**config.mk**
```make
export PLATFORM = sky130hd
export DESIGN_NAME = uart_alu_host
export DESIGN_NICKNAME = d
export VERILOG_FILES = /design/src/rtl/uart_alu_host.sv
export SDC_FILE = /design/constraint.sdc
export NUM_CORES = 1
export LEC_CHECK = 0
export BUFFER_PORTS_ARGS = -buffer_cell sky130_fd_sc_hd__buf_2
export CAP_MARGIN = 30
export CELL_PAD_IN_SITES_DETAIL_PLACEMENT = 1
export CELL_PAD_IN_SITES_GLOBAL_PLACEMENT = 2
export CORE_MARGIN = 4
export CORE_UTILIZATION = 29
export DETAILED_ROUTE_END_ITERATION = 8
export PLACE_DENSITY = 0.81
export SYNTH_ARGS = -nofsm -noshare
export SYNTH_HDL_FRONTEND = slang
export SYNTH_SLANG_ARGS = --single-unit
export TNS_END_PERCENT = 100
```
**constraint.sdc**
```tcl
create_clock -name clk -period 1.5 [get_ports clk]
set_input_delay 0.075 -clock clk [delete_from_list [all_inputs] [get_ports clk]]
set_output_delay 0.075 -clock clk [all_outputs]
set_load 0.02 [all_outputs]
```
**src/rtl/uart_alu_host.sv**
```systemverilog
// rtl/uart_alu_host.sv - host-side sequencer that ships (a, b, op) to a UART ALU and collects the result byte
//
// Ports:
//   clk, reset            clock and asynchronous active-high reset
//   req_valid/req_ready   request handshake; req_a, req_b, req_op are captured on acceptance
//   wr_uart, w_data       TX FIFO write strobe and byte; tx_full back-pressures the writes
//   rd_uart, r_data       RX FIFO read strobe and head byte; rx_empty marks no byte available
//   res, res_valid        result byte (held) and a one-cycle pulse marking a new result
//   timeout               one-cycle pulse when a transaction is abandoned in WAIT_RES
//
// Build option: define UART_HOST_TIMEOUT_EN to abandon WAIT_RES after TIMEOUT_CYCLES
// cycles without a result byte. Without it the block waits for the result indefinitely.

module uart_alu_host #(
    parameter int REG_SIZE       = 8,
    parameter int TIMEOUT_CYCLES = 1000
) (
    input  logic                clk,
    input  logic                reset,
    input  logic                req_valid,
    output logic                req_ready,
    input  logic [REG_SIZE-1:0] req_a,
    input  logic [REG_SIZE-1:0] req_b,
    input  logic [REG_SIZE-1:0] req_op,
    output logic                wr_uart,
    output logic [7:0]          w_data,
    input  logic                tx_full,
    output logic                rd_uart,
    input  logic [7:0]          r_data,
    input  logic                rx_empty,
    output logic [REG_SIZE-1:0] res,
    output logic                res_valid,
    output logic                timeout
);

    localparam logic [2:0] IDLE     = 3'd0;
    localparam logic [2:0] SEND_A   = 3'd1;
    localparam logic [2:0] SEND_B   = 3'd2;
    localparam logic [2:0] SEND_OP  = 3'd3;
    localparam logic [2:0] WAIT_RES = 3'd4;

    // Byte-wide UART path only; any other operand width or a degenerate timeout is a build error.
    if (REG_SIZE != 8 || TIMEOUT_CYCLES < 2) begin : g_bad_params
        $error("uart_alu_host: REG_SIZE must be 8 and TIMEOUT_CYCLES at least 2");
    end

    logic [2:0]          state;
    logic [REG_SIZE-1:0] a_q;
    logic [REG_SIZE-1:0] b_q;
    logic [REG_SIZE-1:0] op_q;
    logic                tmo_hit;

    assign req_ready = (state == IDLE);

    // Strobes are combinational so a byte moves on the very edge the FIFO can take it.
    // rd_uart is also gated by reset: the state already reads IDLE during reset, and
    // without the gate the idle drain would pop RX bytes while the block is held.
    always_comb begin
        wr_uart = 1'b0;
        w_data  = 8'h00;
        rd_uart = 1'b0;
        case (state)
            SEND_A: begin
                wr_uart = ~tx_full;
                w_data  = a_q;
            end
            SEND_B: begin
                wr_uart = ~tx_full;
                w_data  = b_q;
            end
            SEND_OP: begin
                wr_uart = ~tx_full;
                w_data  = op_q;
            end
            IDLE, WAIT_RES: begin
                // In IDLE this drains stray bytes; in WAIT_RES it fetches the result.
                rd_uart = ~rx_empty & ~reset;
            end
            default: begin
                wr_uart = 1'b0;
            end
        endcase
    end

    always_ff @(posedge clk or posedge reset) begin
        if (reset) begin
            state     <= IDLE;
            a_q       <= '0;
            b_q       <= '0;
            op_q      <= '0;
            res       <= '0;
            res_valid <= 1'b0;
        end else begin
            res_valid <= 1'b0;
            case (state)
                IDLE: begin
                    if (req_valid) begin
                        a_q   <= req_a;
                        b_q   <= req_b;
                        op_q  <= req_op;
                        state <= SEND_A;
                    end
                end
                SEND_A: begin
                    if (wr_uart) state <= SEND_B;
                end
                SEND_B: begin
                    if (wr_uart) state <= SEND_OP;
                end
                SEND_OP: begin
                    if (wr_uart) state <= WAIT_RES;
                end
                WAIT_RES: begin
                    // An available byte wins over an expiring timeout on the same edge.
                    if (rd_uart) begin
                        res       <= r_data;
                        res_valid <= 1'b1;
                        state     <= IDLE;
                    end else if (tmo_hit) begin
                        state <= IDLE;
                    end
                end
                default: begin
                    state <= IDLE;
                end
            endcase
        end
    end

`ifdef UART_HOST_TIMEOUT_EN
    localparam int CNT_W = $clog2(TIMEOUT_CYCLES);

    logic [CNT_W-1:0] wait_cnt;

    // The counter holds the number of WAIT_RES cycles already spent without a byte,
    // so it reads TIMEOUT_CYCLES-1 during the last permitted cycle.
    assign tmo_hit = (state == WAIT_RES) && rx_empty &&
                     (wait_cnt == CNT_W'(TIMEOUT_CYCLES - 1));

    always_ff @(posedge clk or posedge reset) begin
        if (reset) begin
            wait_cnt <= '0;
            timeout  <= 1'b0;
        end else begin
            timeout <= tmo_hit;
            if (state == SEND_OP && wr_uart) begin
                wait_cnt <= '0;
            end else if (state == WAIT_RES && !rd_uart && !tmo_hit) begin
                wait_cnt <= wait_cnt + CNT_W'(1);
            end
        end
    end
`else
    assign tmo_hit = 1'b0;
    assign timeout = 1'b0;
`endif

endmodule
```
==> results of run 1 <==
==> path summary, 6_finish.rpt <==
path	start	end	slack (ns)
setup / recovery	state[1]$_DFFE_PP0P_	w_data[5]	-0.14
hold / removal	r_data[3]	res[3]$_DFFE_PP0P_	0.009
setup reg to reg	state[0]$_DFFE_PP0P_	a_q[1]$_DFFE_PP0P_	-0.08
hold reg to reg	res[4]$_DFFE_PP0P_	res[4]$_DFFE_PP0P_	0.51
max in group asynchronous	reset	state[0]$_DFFE_PP0P_	0.52
min in group asynchronous	reset	res[6]$_DFFE_PP0P_	0.39
==> logic make-up (layout without fill, tap and decap cells) <==
logic type	Yosys count	count (layout)	share of synthesized area, %
other cells	1	1	0.217
mux	40	40	30.4
simple gates	23	23	6.74
flops	36	36	52.2
buf+inv	11	91	5.65
xor+xnor	1	1	0.507
compound gates	10	10	4.28
==> stage by stage <==
step           hold WS (ns)  cell area [um^2]  power, mW
3_5_place_dp          0.159              2160       4.45
3_3_place_gp          0.146              2160       4.38
5_1_grt             0.00351              2520       6.32
2_1_floorplan         0.184              1730       3.60
6_report            0.00914              2520       5.96
4_1_cts            0.000981              2420       5.67
==> cell usage after synthesis <==
master    count
nor4_1        1
a22oi_1       8
o32ai_1       1
nor3_1        2
dfrtp_1      36
buf_4         1
nor2_1       11
buf_6         1
inv_1         2
a21oi_1       1
xnor2_1       1
nor2b_1       2
buf_2         1
buf_8         1
mux2_4       20
or2_2         1
nand2_1       3
nor3_2        1
buf_12        2
nand3_2       1
mux2_2       20
conb_1        1
clkbuf_1      3
and2_4        1
==> flip-flops by register name (all words and copies together) (netlist names) <==
signal	cells
b_q	8
state	3
res	8
res_valid	1
a_q	8
op_q	8
==> per-layer routing <==
layer | vias to the layer above | routed length [um] | global-route usage (%)
met2 | 42 | 2370 | 22.0
li1 | 581 | - | -
met3 | 7 | 338 | 5.34
met4 | 0 | 34 | 3.02
met1 | 645 | 1930 | 15.9
met5 | - | 0 | 0
==> power groups by stage <==
stage / Combinational, mW / Clock (mW) / Sequential (mW)
after global placement: 2.61 / 0 / 1.76
after floorplan: 1.80 / 0 / 1.80
after CTS: 3.16 / 0.734 / 1.78
after detailed placement: 2.67 / 0 / 1.77
after global routing: 3.67 / 0.782 / 1.86
final: 3.44 / 0.718 / 1.80
==> final cells by class <==
cell class	instances	area, um^2
Fill cell	602	3120
Clock inverter	2	10.0
Clock buffer	6	82.6
Tap cell	72	90.1
Timing Repair Buffer	81	588
Inverter	2	7.51
Multi-Input combinational cell	75	840
Sequential cell	36	903
==> what timing repair did <==
item	in CTS	in global routing
gates cloned	0	1
setup endpoints to repair	9	36
endpoints found under the hold margin	12	1
hold buffers	1	1
resized for setup	32	17
pin swaps	12	3
setup buffers	5	1
==> flow_results.org, run 1 <==
** Timing
- Setup slack of the critical path after layout :: -0.144 ns
- Fmax :: 608 MHz
- Setup repair after global routing missed its margin :: true
- The clock arrives with 0.00710 ns of skew.
- Final-report max-slew violation count :: 0
- Shortest period the worst path allows :: 1.64 ns
- In the final timing run, aggregate negative setup slack is -2.35 ns.
- Final hold vios :: 0
- Worst-Margin Slew :: 0.528 ns
- Final period utilization :: 110%
- Setup violation total in the final timing report :: 32
- Max_slew headroom :: 64.7%

** Pwr
- Internal power comes to 3.80 mW.
- IR analysis of the VDD net gives a maximum drop of 0.768 mV.
- Summed over all nets, the switching power comes to 2.16 mW.
- Power density of the placed cells :: 2360 nW/um^2
- Combinational logic is responsible for 57.8% of the overall power.
- P_leak :: 1.24 nW
- Per report_power, the sequential group accounts for 30.2% of the total.
- The clock network is responsible for 12.0% of the overall power.
- Switching Fraction :: 36.2%

** Cells and area
- Ratio of cells with drive above 1 in the final layout :: 71.8%
- The finished layout holds 274 standard cells, fillers aside.
- Leaving out fill and tap cells, the most frequent cell in the layout is buf_2.
- The area growth from synthesis to layout is 46.0%.
- Antenna Diode Count :: 0
- In the final design database the tool counted 238 nets.
- Commonest non-fill, non-tap cells in the layout :: 45 x buf_2, 34 x dfrtp_1, 30 x mux2_4
- Post-layout util :: 44.7%

** Route
- The detailed router placed 1275 vias in this run.
- Vias per cell :: 4.65
- WL final :: 4670 um
- Remaining design rule violation count :: 0
- Detail Route Antenna Nets :: 0
- Dividing the detail-routed wire length by the instance count gives 17.0 um.
- 1st-pass router iterations :: 4
- Count of routing violations after the opening detailed-route iteration :: 9

** Critical path
- The worst setup path is captured at an output pin.
- Of all nets on the critical path, the largest fanout is 5.
- The setup path with the least slack is of type reg -> out.
- Cells along the critical path :: buf_6, mux2_2, a22oi_2, nor2_1, buf_4
- Largest stage delay, worst path :: 0.44 ns
- Library cell contributing the largest single delay on the critical path :: dfrtp_2
- The critical path runs through a total of 5 cells.
- The critical path contains buffers and inverters numbering 2 combined.
- The worst register-to-register path has a depth of 5.
- In this design, the largest share of critical-path delay is due to flip-flops.
- Arrival @ worst endpoint :: 1.57 ns
- STA classifies the critical path startpoint as a register.
- Required time at the endpoint of the critical path :: 1.42 ns

** Clocking
- Clock latency at the later pin of the worst-skew pair :: 0.29 ns
- Number of buffers on the longest clock path :: 2
- TritonCTS built the clock tree.
- Clock tree synthesis selected as its root buffer the cell clkbuf_8.
- Number of H-tree levels :: 2
- Sink count of the clock tree :: 36
- Clock-pin slew was measured on the worst setup and hold paths at 0.08 ns.
- Buffers inserted during clock tree synthesis total 5.

** Global routing
- Initial antenna violation count :: 0
- Wire length of the first global-routing pass :: 7470 um
- The via count of the first global-routing pass came to 1471.
- Pin count of the biggest net entering global routing :: 15
- Total routing resource utilization after global routing :: 13.2%
- GRT Residual Overflow :: 0

** Logic synthesis
- Sorting the synthesized cells by area gives the leading types as dfrtp_1 52%, mux2_4 17%, mux2_2 13%.
- Sequential cells were found to cover 52.2% of the synthesized design area.
- The synthesized netlist occupies a cell area of 1730 um^2.
- In this run, synthesis produced a sequential element count of 36.
- Cells after Synth :: 122
- Library cell occupying the most area in the post-synthesis netlist :: dfrtp_1
- Synthesis instantiated 24 different standard cells from the library.
- A synthesized cell averages 14.2 um^2.
- Of the post-synthesis cell area, the dominant cell type holds 52.2%.
- Net count after synthesis :: 159
- Yosys printed 0 warnings.

** Floorplan
- The region available for standard cell placement spans 5640 um^2.
- The floorplan step defined a die boundary enclosing 7250 um^2.
- The floorplan has 27 rows.
- Chip Width :: 85.2 um
- Measured along the y axis, the die boundary spans 85.2 um.
- In this run the count of I/O pins placed on the die edge is 58.
- Initial core utilization :: 30.6%

** Min path
- Worst Hold Depth :: 2
- The tightest min-delay check is of the in -> reg type.

** Placement
- Dpl cells :: 257
- The count of buffers added on input and output ports is 56.
- Prior to clock tree synthesis, the placed netlist has a worst setup slack of 0.0227 ns.
- Detail Placement HPWL :: 3400 um
- The congestion estimate from routability-driven global placement came to 0.686.

** Run status
- The run finished, with violations left.
- The checks that failed: negative setup slack.

** Run
- Max Cap Violations :: 0
Note: power is estimated with default switching activity, not from simulation.
==> inputs of run 2 (changes only) <==
--- a/config.mk
+++ b/config.mk
@@ -10,9 +10,9 @@
 export CELL_PAD_IN_SITES_DETAIL_PLACEMENT = 1
 export CELL_PAD_IN_SITES_GLOBAL_PLACEMENT = 2
 export CORE_MARGIN = 4
-export CORE_UTILIZATION = 29
+export CORE_UTILIZATION = 35
 export DETAILED_ROUTE_END_ITERATION = 8
-export PLACE_DENSITY = 0.81
+export PLACE_DENSITY = 0.91
 export SYNTH_ARGS = -nofsm -noshare
 export SYNTH_HDL_FRONTEND = slang
 export SYNTH_SLANG_ARGS = --single-unit
==> constraint.sdc (replaced) <==
create_clock -name clk -period 1.9 [get_ports clk]
set_input_delay 0.095 -clock clk [delete_from_list [all_inputs] [get_ports clk]]
set_output_delay 0.095 -clock clk [all_outputs]
set_load 0.02 [all_outputs]
==> run 2 against run 1 <==
The run now ends clean. Clock power shrank 19%. Clock skew down 0.0027 ns. Worst setup slack improved by 0.29 ns. Worst hold slack better by 0.025 ns. Utilization rose by 0.81 points. Count of clock-buffer cells in the layout up 1. Via count decreased by 8.2%. Critical path type unchanged.
==> flow_results.org, run 2 (synthesis results as in run 1) <==
** Global routing
- Initial antenna violation count :: 0
- Wire length of the first global-routing pass :: 6680 um
- Entering global routing, the biggest net connects 25 pins.
- The via count of the first global-routing pass was 1361.
- After global routing the overflow that remains totals 0.
- Global routing used 14.4% of the available tracks across all layers.

** Timing
- In the finished design, the share of the clock period the worst path needs comes to 92.2%.
- Final-report max-slew violation count :: 0
- Setup repair after global routing left no endpoint under its margin.
- Shortest period the worst path allows :: 1.75 ns
- Setup slack on the critical path of the routed design comes to 0.149 ns.
- On the final layout, the worst clock skew is 0.00436 ns.
- For this run, the top clock speed supported by timing is 571 MHz.
- Setup violation total in the final timing report :: 0
- The number of hold-slack violations in the final timing report is 0.
- Summed over all failing endpoints, the final setup total negative slack is 0 ns.

** Cells and area
- Of the cells placed in the final design, the portion with a size suffix greater than 1 is 63.0%.
- Post-layout nets :: 221
- The finished layout holds 251 standard cells, fillers aside.
- Commonest non-fill, non-tap cells in the layout :: 56 x buf_2, 35 x dfrtp_1, 20 x mux2_2, 20 x mux2_4, 11 x nor2_1
- After routing the design area is 2160 um^2.
- The area growth from synthesis to layout is 25.3%.
- Fillers :: 534
- Antenna Diode Count :: 0
- Leaving out fill and tap cells, the most frequent cell in the layout is buf_2.

** Clocking
- The H-tree was split into 2 levels.
- Cell at the root of the clock tree :: clkbuf_8
- CTS tree :: yes
- Setup Buffers After CTS :: 0
- Number of buffers on the longest clock path :: 2
- The clock reaches the later pin of the worst-skew pair after 0.29 ns.
- Clock-pin slew was measured on the worst setup and hold paths at 0.07 ns.
- TritonCTS created 5 clock buffers.
- Sink count of the clock tree :: 36

** Critical path
- Library cell contributing the largest single delay on the critical path :: dfrtp_2
- The signal on the critical path passes through buf_4, mux2_2, a22oi_1, nor2_1, buf_2.
- STA classifies the critical path startpoint as a register.
- For the worst setup path, the data required time is 1.80 ns.
- Arrival @ worst endpoint :: 1.66 ns
- Crit path buf inv count :: 2
- Of all nets on the critical path, the largest fanout is 8.
- The worst setup path is of the reg -> out kind.
- Among cell families on the critical path, the largest total delay comes from flip-flops.
- Kind of end point of the critical path :: output pin
- Largest stage delay, worst path :: 0.48 ns

** Min path
- Type of the worst min-delay path :: in -> reg

** Route
- 1st-pass router iterations :: 4
- Vias per cell :: 4.67
- Detail Route Antenna Nets :: 0
- Count of routing violations after the opening detailed-route iteration :: 50
- Summed over all layers, the routed wires come to 4240 um.
- In the routed design, unresolved DRC markers number 0.
- Total number of vias :: 1171
- In the final routed layout, each cell accounts on average for 16.9 um.

** Pwr
- Reported net switching power :: 1.44 mW
- Internal Power :: 2.46 mW
- The share of total power dissipated in the clock network is 14.8%.
- Power density of the placed cells :: 1800 nW/um^2
- Fraction of power consumed by sequential logic :: 36.8%
- Combinational fraction of design power :: 48.4%
- Worst VDD drop :: 0.633 mV
- Switching Fraction :: 36.9%
- Total Power Consumption :: 3.90 mW
- P_leak :: 1.09 nW

** Placement
- Routability-driven placement finished with a final weighted congestion of 0.735.
- Detail Placement HPWL :: 3300 um
- The number of placed instances, taps included, is 243.
- Total cell area at the placement stage :: 2050 um^2
- Input and output buffers added on the ports amount to 56.
- Timing analysis after detailed placement gives a worst setup slack of 0.151 ns.

** Floorplan
- The initial utilization of the core area, before any placement, comes to 36.3%.
- The floorplan step set the die width to 78.2 um.
- The core region is 4750 um^2.
- IO Count :: 58
- The floorplan step set the die height to 78.2 um.
- # rows :: 25
- The die covers 6120 um^2.

** Run status
- The run finished with clean final reports.

** Run
- Max Cap Violations :: 0
## run 2: area by class of cell
type                       count  area, um^2  share of cell area [%]
sequential                    36         902                    41.7
multi-input combinational     75         731                    33.8
timing repair buffer          64         343                    15.8
clock buffer                   7        96.3                    4.45
tap                           67        83.8                    3.88
inverter                       2        7.51                   0.347
## run 2: metrics by stage
step	utilization (%)	hold WS, ns
2_1_floorplan	-	0.204
3_3_place_gp	43.2	0.158
3_5_place_dp	43.2	0.174
4_1_cts	45.4	0.0309
5_1_grt	45.5	0.0223
6_report	45.5	0.0343
## run 2: path summary, 6_finish.rpt
path	from	end	slack (ns)	depth (start not counted)
worst max-delay path	state[1]$_DFFE_PP0P_	w_data[3]	0.15	5
worst min-delay path	r_data[2]	res[2]$_DFFE_PP0P_	0.03	2
worst max register to register	state[0]$_DFFE_PP0P_	a_q[5]$_DFFE_PP0P_	0.16	3
worst min register to register	res[5]$_DFFE_PP0P_	res[5]$_DFFE_PP0P_	0.50	1
max in group asynchronous	reset	state[1]$_DFFE_PP0P_	1.23	4
min in group asynchronous	reset	b_q[4]$_DFFE_PP0P_	0.43	4
## run 2: power groups by stage
stage / logic, mW / clock network (mW) / registers [mW]
final: 1.89 / 0.578 / 1.43
after global routing: 2.03 / 0.627 / 1.48
after CTS: 1.91 / 0.588 / 1.43
after detailed placement: 1.90 / 0 / 1.43
after global placement: 1.83 / 0 / 1.40
after floorplan: 1.41 / 0 / 1.41
## run 2: repair_timing
| item | in CTS | in global routing |
|---|---|---|
| setup endpoints to repair | 0 | 4 |
| hold buffers | 1 | 0 |
| hold endpoints to repair | 36 | 0 |
| resized for setup | 0 | 2 |
## run 2: metal layers
layer  wire (um)  global-route usage [%]  up-vias  share of wire (%)
met5           0                       0        -                  0
met4          63                    3.85        0                1.5
met3         326                    6.77        8                7.7
met2        2150                    24.7       43                 51
met1        1700                    15.9      577                 40
li1            -                       -      543                  -
